--- src/rtl/rv32_hpm_pkg.sv ---
// Shared constants for the RV32 hardware performance-monitor bank:
// CSR base addresses, the OF bit position and the selector width helper.
package rv32_hpm_pkg;

    localparam logic [11:0] CSR_MCOUNTINHIBIT = 12'h320;
    localparam logic [11:0] CSR_MHPMEVENT3    = 12'h323;
    localparam logic [11:0] CSR_MHPMCOUNTER3  = 12'hB03;
    localparam logic [11:0] CSR_MHPMCOUNTER3H = 12'hB83;

    // mhpmevent3..31 / mhpmcounter3..31(h): 29 indices per group
    localparam logic [11:0] CSR_GROUP_SIZE = 12'd29;

    // Sticky overflow flag position inside mhpmevent
    localparam int unsigned OF_BIT = 31;

    typedef enum logic [2:0] {
        HPM_NONE,
        HPM_INHIBIT,
        HPM_EVENT,
        HPM_CNT_LO,
        HPM_CNT_HI
    } hpm_csr_kind_e;

    // Selector width: must encode 0 (never) plus 1..num_events
    function automatic int unsigned hpm_event_width(input int unsigned num_events);
        return $clog2(num_events + 1);
    endfunction

endpackage

--- src/rtl/rv32_hpm_counter.sv ---
// One performance-counter slice: WARL event selector, split-write counter,
// inhibit gating and (with RV32_HPM_OVERFLOW_IRQ_EN) a sticky OF bit.
module rv32_hpm_counter
    import rv32_hpm_pkg::*;
#(
    parameter int unsigned COUNTER_WIDTH = 40,
    parameter int unsigned NUM_EVENTS    = 8,
    parameter int unsigned EW            = hpm_event_width(NUM_EVENTS)
) (
    input  logic                     clk_i,
    input  logic                     reset_i,
    input  logic                     inhibit_i,
    input  logic [NUM_EVENTS-1:0]    events_i,
    input  logic                     sel_we_i,
    input  logic                     cnt_lo_we_i,
    input  logic                     cnt_hi_we_i,
    input  logic [31:0]              write_value_i,
    output logic [EW-1:0]            sel_o,
`ifdef RV32_HPM_OVERFLOW_IRQ_EN
    output logic                     of_o,
`endif
    output logic [COUNTER_WIDTH-1:0] count_o
);

    logic [EW-1:0]            sel_q, sel_d;
    logic [COUNTER_WIDTH-1:0] cnt_q, cnt_d;
    logic                     ev_hit;
    logic                     inc;
    logic                     wrap;

    // Pick the latched strobe named by the selector (0 never matches)
    always_comb begin
        ev_hit = 1'b0;
        for (int unsigned e = 0; e < NUM_EVENTS; e++) begin
            if (sel_q == EW'(e + 1)) ev_hit = events_i[e];
        end
    end

    assign inc  = ev_hit && !inhibit_i;
    // A write to either half drops the increment, so it cannot wrap either
    assign wrap = inc && !cnt_lo_we_i && !cnt_hi_we_i && (cnt_q == '1);

    // Next-state for selector and counter; software writes beat increments
    always_comb begin
        sel_d = sel_q;
        if (sel_we_i) begin
            sel_d = (write_value_i[30:0] <= 31'(NUM_EVENTS)) ? write_value_i[EW-1:0] : '0;
        end

        cnt_d = cnt_q;
        if (cnt_lo_we_i) begin
            cnt_d[31:0] = write_value_i;
        end else if (cnt_hi_we_i) begin
            cnt_d[COUNTER_WIDTH-1:32] = write_value_i[COUNTER_WIDTH-33:0];
        end else if (inc) begin
            cnt_d = cnt_q + COUNTER_WIDTH'(1);
        end
    end

    // Selector and counter registers
    always_ff @(posedge clk_i) begin
        if (reset_i) begin
            sel_q <= '0;
            cnt_q <= '0;
        end else begin
            sel_q <= sel_d;
            cnt_q <= cnt_d;
        end
    end

`ifdef RV32_HPM_OVERFLOW_IRQ_EN
    logic of_q, of_d;

    // Sticky OF: software may write it, a wrap in the same cycle still sets it
    always_comb begin
        of_d = of_q;
        if (sel_we_i) of_d = write_value_i[OF_BIT];
        if (wrap)     of_d = 1'b1;
    end

    // OF register
    always_ff @(posedge clk_i) begin
        if (reset_i) of_q <= 1'b0;
        else         of_q <= of_d;
    end

    assign of_o = of_q;
`else
    logic unused_wrap;
    assign unused_wrap = wrap;
`endif

    assign sel_o   = sel_q;
    assign count_o = cnt_q;

endmodule

--- src/rtl/rv32_hpm_counters.sv ---
// RV32 hardware performance-monitor bank: decodes mcountinhibit,
// mhpmevent3..31 and mhpmcounter3..31(h), registers the event strobes and
// drives NUM_COUNTERS counter slices. RV32_HPM_OVERFLOW_IRQ_EN adds OF bits
// and the overflow_irq_out port.
module rv32_hpm_counters
    import rv32_hpm_pkg::*;
#(
    parameter int unsigned NUM_COUNTERS  = 4,
    parameter int unsigned COUNTER_WIDTH = 40,
    parameter int unsigned NUM_EVENTS    = 8
) (
    input  logic                  clk,
    input  logic                  reset,
    input  logic                  stall_in,
    input  logic [11:0]           csr_in,
    input  logic                  write_in,
    input  logic [31:0]           write_value_in,
    input  logic [NUM_EVENTS-1:0] event_in,
    output logic                  hit_out,
`ifdef RV32_HPM_OVERFLOW_IRQ_EN
    output logic                  overflow_irq_out,
`endif
    output logic [31:0]           read_value_out
);

    localparam int unsigned EW = hpm_event_width(NUM_EVENTS);

    hpm_csr_kind_e           kind;
    logic [4:0]              idx;
    logic [11:0]             off_evt, off_lo, off_hi;
    logic                    wen;
    logic [NUM_EVENTS-1:0]   ev_q;
    logic [NUM_COUNTERS-1:0] inh_q, inh_d;
    logic [EW-1:0]            sel_w [NUM_COUNTERS];
    logic [COUNTER_WIDTH-1:0] cnt_w [NUM_COUNTERS];
`ifdef RV32_HPM_OVERFLOW_IRQ_EN
    logic [NUM_COUNTERS-1:0] of_w;
    logic                    irq_q;
`endif

    assign off_evt = csr_in - CSR_MHPMEVENT3;
    assign off_lo  = csr_in - CSR_MHPMCOUNTER3;
    assign off_hi  = csr_in - CSR_MHPMCOUNTER3H;
    assign wen     = write_in && !stall_in;

    // Classify the address; unimplemented indices still hit and read 0
    always_comb begin
        kind = HPM_NONE;
        idx  = '0;
        if (csr_in == CSR_MCOUNTINHIBIT) begin
            kind = HPM_INHIBIT;
        end else if (off_evt < CSR_GROUP_SIZE) begin
            kind = HPM_EVENT;
            idx  = off_evt[4:0];
        end else if (off_lo < CSR_GROUP_SIZE) begin
            kind = HPM_CNT_LO;
            idx  = off_lo[4:0];
        end else if (off_hi < CSR_GROUP_SIZE) begin
            kind = HPM_CNT_HI;
            idx  = off_hi[4:0];
        end
    end

    assign hit_out = (kind != HPM_NONE);

    // Read mux; defaults to 0 for misses and unimplemented indices
    always_comb begin
        read_value_out = '0;
        case (kind)
            HPM_INHIBIT: read_value_out = 32'(inh_q) << 3;
            HPM_EVENT: begin
                for (int unsigned i = 0; i < NUM_COUNTERS; i++) begin
                    if (idx == 5'(i)) begin
`ifdef RV32_HPM_OVERFLOW_IRQ_EN
                        read_value_out = 32'(sel_w[i]) | (32'(of_w[i]) << OF_BIT);
`else
                        read_value_out = 32'(sel_w[i]);
`endif
                    end
                end
            end
            HPM_CNT_LO: begin
                for (int unsigned i = 0; i < NUM_COUNTERS; i++) begin
                    if (idx == 5'(i)) read_value_out = cnt_w[i][31:0];
                end
            end
            HPM_CNT_HI: begin
                for (int unsigned i = 0; i < NUM_COUNTERS; i++) begin
                    if (idx == 5'(i)) read_value_out = 32'(cnt_w[i][COUNTER_WIDTH-1:32]);
                end
            end
            default: read_value_out = '0;
        endcase
    end

    // mcountinhibit next-state: only bits [3+N-1:3] are stored
    always_comb begin
        inh_d = inh_q;
        if (wen && kind == HPM_INHIBIT) inh_d = write_value_in[3 +: NUM_COUNTERS];
    end

    // Event latch stage and inhibit register
    always_ff @(posedge clk) begin
        if (reset) begin
            ev_q  <= '0;
            inh_q <= '0;
        end else begin
            ev_q  <= event_in;
            inh_q <= inh_d;
        end
    end

    for (genvar i = 0; i < NUM_COUNTERS; i++) begin : g_cnt
        rv32_hpm_counter #(
            .COUNTER_WIDTH (COUNTER_WIDTH),
            .NUM_EVENTS    (NUM_EVENTS),
            .EW            (EW)
        ) u_cnt (
            .clk_i         (clk),
            .reset_i       (reset),
            .inhibit_i     (inh_q[i]),
            .events_i      (ev_q),
            .sel_we_i      (wen && kind == HPM_EVENT  && idx == 5'(i)),
            .cnt_lo_we_i   (wen && kind == HPM_CNT_LO && idx == 5'(i)),
            .cnt_hi_we_i   (wen && kind == HPM_CNT_HI && idx == 5'(i)),
            .write_value_i (write_value_in),
            .sel_o         (sel_w[i]),
`ifdef RV32_HPM_OVERFLOW_IRQ_EN
            .of_o          (of_w[i]),
`endif
            .count_o       (cnt_w[i])
        );
    end

`ifdef RV32_HPM_OVERFLOW_IRQ_EN
    // Interrupt request is the registered OR of all sticky OF bits
    always_ff @(posedge clk) begin
        if (reset) irq_q <= 1'b0;
        else       irq_q <= |of_w;
    end

    assign overflow_irq_out = irq_q;
`endif

endmodule

--- config.mk ---
export PLATFORM = sky130hd
export DESIGN_NAME = rv32_hpm_counters
export DESIGN_NICKNAME = d
export VERILOG_FILES = /design/src/rtl/rv32_hpm_pkg.sv /design/src/rtl/rv32_hpm_counter.sv /design/src/rtl/rv32_hpm_counters.sv
export SDC_FILE = /design/constraint.sdc
export NUM_CORES = 1
export LEC_CHECK = 0
export BUFFER_PORTS_ARGS = -buffer_cell sky130_fd_sc_hd__buf_2
export CAP_MARGIN = 20
export CELL_PAD_IN_SITES_DETAIL_PLACEMENT = 0
export CELL_PAD_IN_SITES_GLOBAL_PLACEMENT = 1
export CORE_ASPECT_RATIO = 1.5
export CORE_MARGIN = 4
export CORE_UTILIZATION = 45
export DETAILED_ROUTE_END_ITERATION = 12
export PLACE_DENSITY = 0.84
export RECOVER_POWER = 50
export SLEW_MARGIN = 30
export SYNTH_ARGS = -nofsm -noshare
export SYNTH_HDL_FRONTEND = slang
export SYNTH_SLANG_ARGS = --single-unit
--- constraint.sdc ---
create_clock -name clk -period 7.1 [get_ports clk]
set_input_delay 1.065 -clock clk [delete_from_list [all_inputs] [get_ports clk]]
set_output_delay 1.065 -clock clk [all_outputs]
set_load 0.02 [all_outputs]
==> impl_metrics.env <==
export IMPL_setup_ws_ns=1.106
export IMPL_core_um2=27410
export IMPL_p_seq_share_pct=48.6
export IMPL_fmax_mhz=166.8
export IMPL_io_buffer_count=88
export IMPL_cts_buffers=17
export IMPL_cts_buffer_depth=2
export IMPL_final_cells=2023
export IMPL_first_iter_violations=1407
export IMPL_whs_path_depth=2
export IMPL_synth_seq_cells=188
export IMPL_fin_crit_ns=5.994
export IMPL_hold_ws_ns=0.5258
export IMPL_drtPass1Iterations=8
export IMPL_ios=89
export IMPL_syn_nets=1721
export IMPL_leakagePower_nw=4.372
export IMPL_netSwitchingFraction_pct=25.34
export IMPL_seq_area_frac_synth_pct=29.87
export IMPL_hold_viol=0
export IMPL_postCtsSetupBuffers=0
export IMPL_cts_tree="built"
export IMPL_p_int_mw=1.628
export IMPL_remaining_drc_errors=0
export IMPL_period_share_pct=84.42
export IMPL_tightest_slew_ns=5.423
export IMPL_pre_cts_ws_ns=1.208
export IMPL_cp_arrival_ns=4.93
export IMPL_cts_root_buf="clkbuf_16"
export IMPL_clockPowerShare_pct=44.3
export IMPL_fin_tns_setup_ns=0
export IMPL_antenna_found_initial=0
export IMPL_share_comb_of_total_power_pct=7.1
export IMPL_gp_congestion=0.9670
export IMPL_drive_above_1_share_pct=11.36
export IMPL_crit_type="input pin to primary output"
export IMPL_nets=1731
export IMPL_wl_per_cell_um=24.05
export IMPL_netlist_area_um2=12600
export IMPL_fillers=2762
export IMPL_grt_use_total_pct=31.54
export IMPL_path_clk_slew_ns=0.07
export IMPL_critPathMaxFanout=24
export IMPL_start_util_pct=45.97
export IMPL_vdd_drop_max_mv=0.1700
export IMPL_cp_end_kind="primary output"
export IMPL_synth_edff_count=0
export IMPL_p_sw_mw=0.5525
export IMPL_htreeDepth=4
export IMPL_cts_sinks=188
export IMPL_die_area_um2=30800
export IMPL_outcome="complete, but fails checks"
export IMPL_die_w_um=144.6
export IMPL_synthArstFlopShare_pct=0
export IMPL_rsz0062_at_grt="false"
export IMPL_area_growth_synth_to_final_pct=9.315
export IMPL_synth_ff_type="dfxtp_1"
export IMPL_violations="capacitance limit, slew limit"
export IMPL_drv_slew=116
export IMPL_setup_viol=0
export IMPL_p_total_mw=2.181
export IMPL_num_antenna_cells=0
export IMPL_ant_nets=0
export IMPL_dp_cells=1992
export IMPL_cp_start_kind="input pin"
export IMPL_rrSetupSlack_ns=3.30
export IMPL_maxCapViolCount=1
export IMPL_worstPathRequired_ns=6.03
export IMPL_max_slew_margin_rel_pct=-261.6
export IMPL_cts_resized=0
export IMPL_fin_skew_ns=0.009195
export IMPL_synth_distinct_cells=80
export IMPL_grt_overflow=0
export IMPL_cellPowerDensity_nw_per_um2=158.3
export IMPL_via_per_inst=6.428
export IMPL_syn_avg_cell_area_um2=7.595
export IMPL_ys_warn_count=0
export IMPL_via_count=13000
export IMPL_hold_buffers=0
export IMPL_grt_first_pass_wirelength_um=74640
export IMPL_place_hpwl_um=35500
export IMPL_ff2ff_path_depth=8
export IMPL_insertion_delay_ns=0.45
export IMPL_hold_class="register to register"
export IMPL_drt_wl_total_um=48650
export IMPL_die_y_um=212.9
export IMPL_syn_instance_count=1659
export IMPL_row_count=74
export IMPL_grt_pass1_vias=12540
export IMPL_grt_max_degree=116
-- per-layer routing --
metal / GRT usage (%) / vias up / wire length (um)
met5: 0 / - / 0
met4: 19.34 / 0 / 3493
met3: 4.616 / 176 / 3112
met2: 52.66 / 606 / 23060
met1: 37.83 / 6143 / 18990
li1: - / 6078 / -
-- registers in the layout, indices dropped and copies added, names as in the netlist --
register	cells
g_cnt.u_cnt.count_o	160
inh_q	4
g_cnt.u_cnt.sel_o	16
ev_q	8
-- cell type report --
type | instances | area (um^2) | area share (%)
clock buffers | 27 | 513.0 | 3.725
clock inverters | 4 | 55.05 | 0.3997
inverters | 34 | 127.6 | 0.9266
multi-input cells | 1315 | 8252 | 59.91
flip-flops and latches | 188 | 3764 | 27.33
well taps | 342 | 427.9 | 3.107
repair buffers | 113 | 634.4 | 4.606
-- worst paths after layout --
path,end,from
worst max-delay path,read_value_out[4],csr_in[0]
worst min-delay path,g_cnt[2].u_cnt.count_o[39],g_cnt[2].u_cnt.count_o[39]
worst max register to register,g_cnt[0].u_cnt.count_o[7],g_cnt[0].u_cnt.sel_o[2]
worst min register to register,g_cnt[2].u_cnt.count_o[39],g_cnt[2].u_cnt.count_o[39]
-- placed cells by master, fill, tap and decap left out, drive strengths merged, types with 7 or more instances in the layout --
cell type / synthesis / routed
nor2: 239 / 239
buf: 32 / 112
nand3: 84 / 84
mux2i: 38 / 38
clkbuf: 90 / 28
a221oi: 13 / 13
nor4: 25 / 25
nor3: 78 / 78
dfxtp: 188 / 188
and4: 19 / 19
a31oi: 17 / 17
xor2: 49 / 49
inv: 34 / 34
a21o: 8 / 8
xnor2: 90 / 90
o311ai: 7 / 7
o21ai: 61 / 61
nand2: 121 / 121
a21oi: 68 / 68
a211oi: 146 / 146
or3: 7 / 7
nor3b: 8 / 8
o22ai: 27 / 27
nand4: 45 / 45
and2: 19 / 19
and3: 38 / 38
nor2b: 15 / 15
-- stage by stage --
| step | instance area (um^2) | util, % |
|---|---|---|
| after detailed placement | 13210 | 48.19 |
| after floorplan | 12600 | - |
| after global routing | 13770 | 50.26 |
| final | 13770 | 50.26 |
| after CTS | 13770 | 50.26 |
| after global placement | 13180 | 48.09 |
-- worst max-delay path: stages --
cell and delay (ns):
buf_2 0.17, ha_1 0.37, or4_1 0.62, o2111a_1 0.32
and3_1 0.24, a21o_1 0.23, nand2b_1 0.15, buf_4 0.19
nand2_1 0.70, a21oi_1 0.19, o311ai_0 0.43, buf_2 0.26
-- synthesized netlist by cell type (all sizes together) (32+ instances only) --
cell    number  area, um^2
nor2       239       912.1
dfxtp      188        3764
a211oi     146        1096
nand2      121       454.2
clkbuf      90       339.1
xnor2       90       788.3
nand3       84       425.4
nor3        78       395.4
a21oi       68       344.1
o21ai       61       305.3
xor2        49       429.2
nand4       45       287.8
and3        38       237.7
mux2i       38       380.4
inv         34       127.6
buf         32       176.4
-- logic make-up (layout without fill, tap and decap cells) --
kind of cell / Yosys count / count (layout) / synth area share, %
compound gates: 401 / 401 / 22.50
buf+inv: 156 / 178 / 5.104
fa+ha+maj: 6 / 6 / 0.5958
flops: 188 / 188 / 29.87
simple gates: 726 / 726 / 28.44
mux: 43 / 43 / 3.823
xor+xnor: 139 / 139 / 9.662
-- power groups by stage --
stage	combinational (mW)	clock, mW	sequential, mW
floorplan	0.0851	0	1.08
CTS	0.152	0.973	1.06
finish	0.155	0.965	1.06
detailed placement	0.151	0	1.08
global route	0.163	1.00	1.06
global placement	0.152	0	1.08
(Power assumes the default switching activity.)
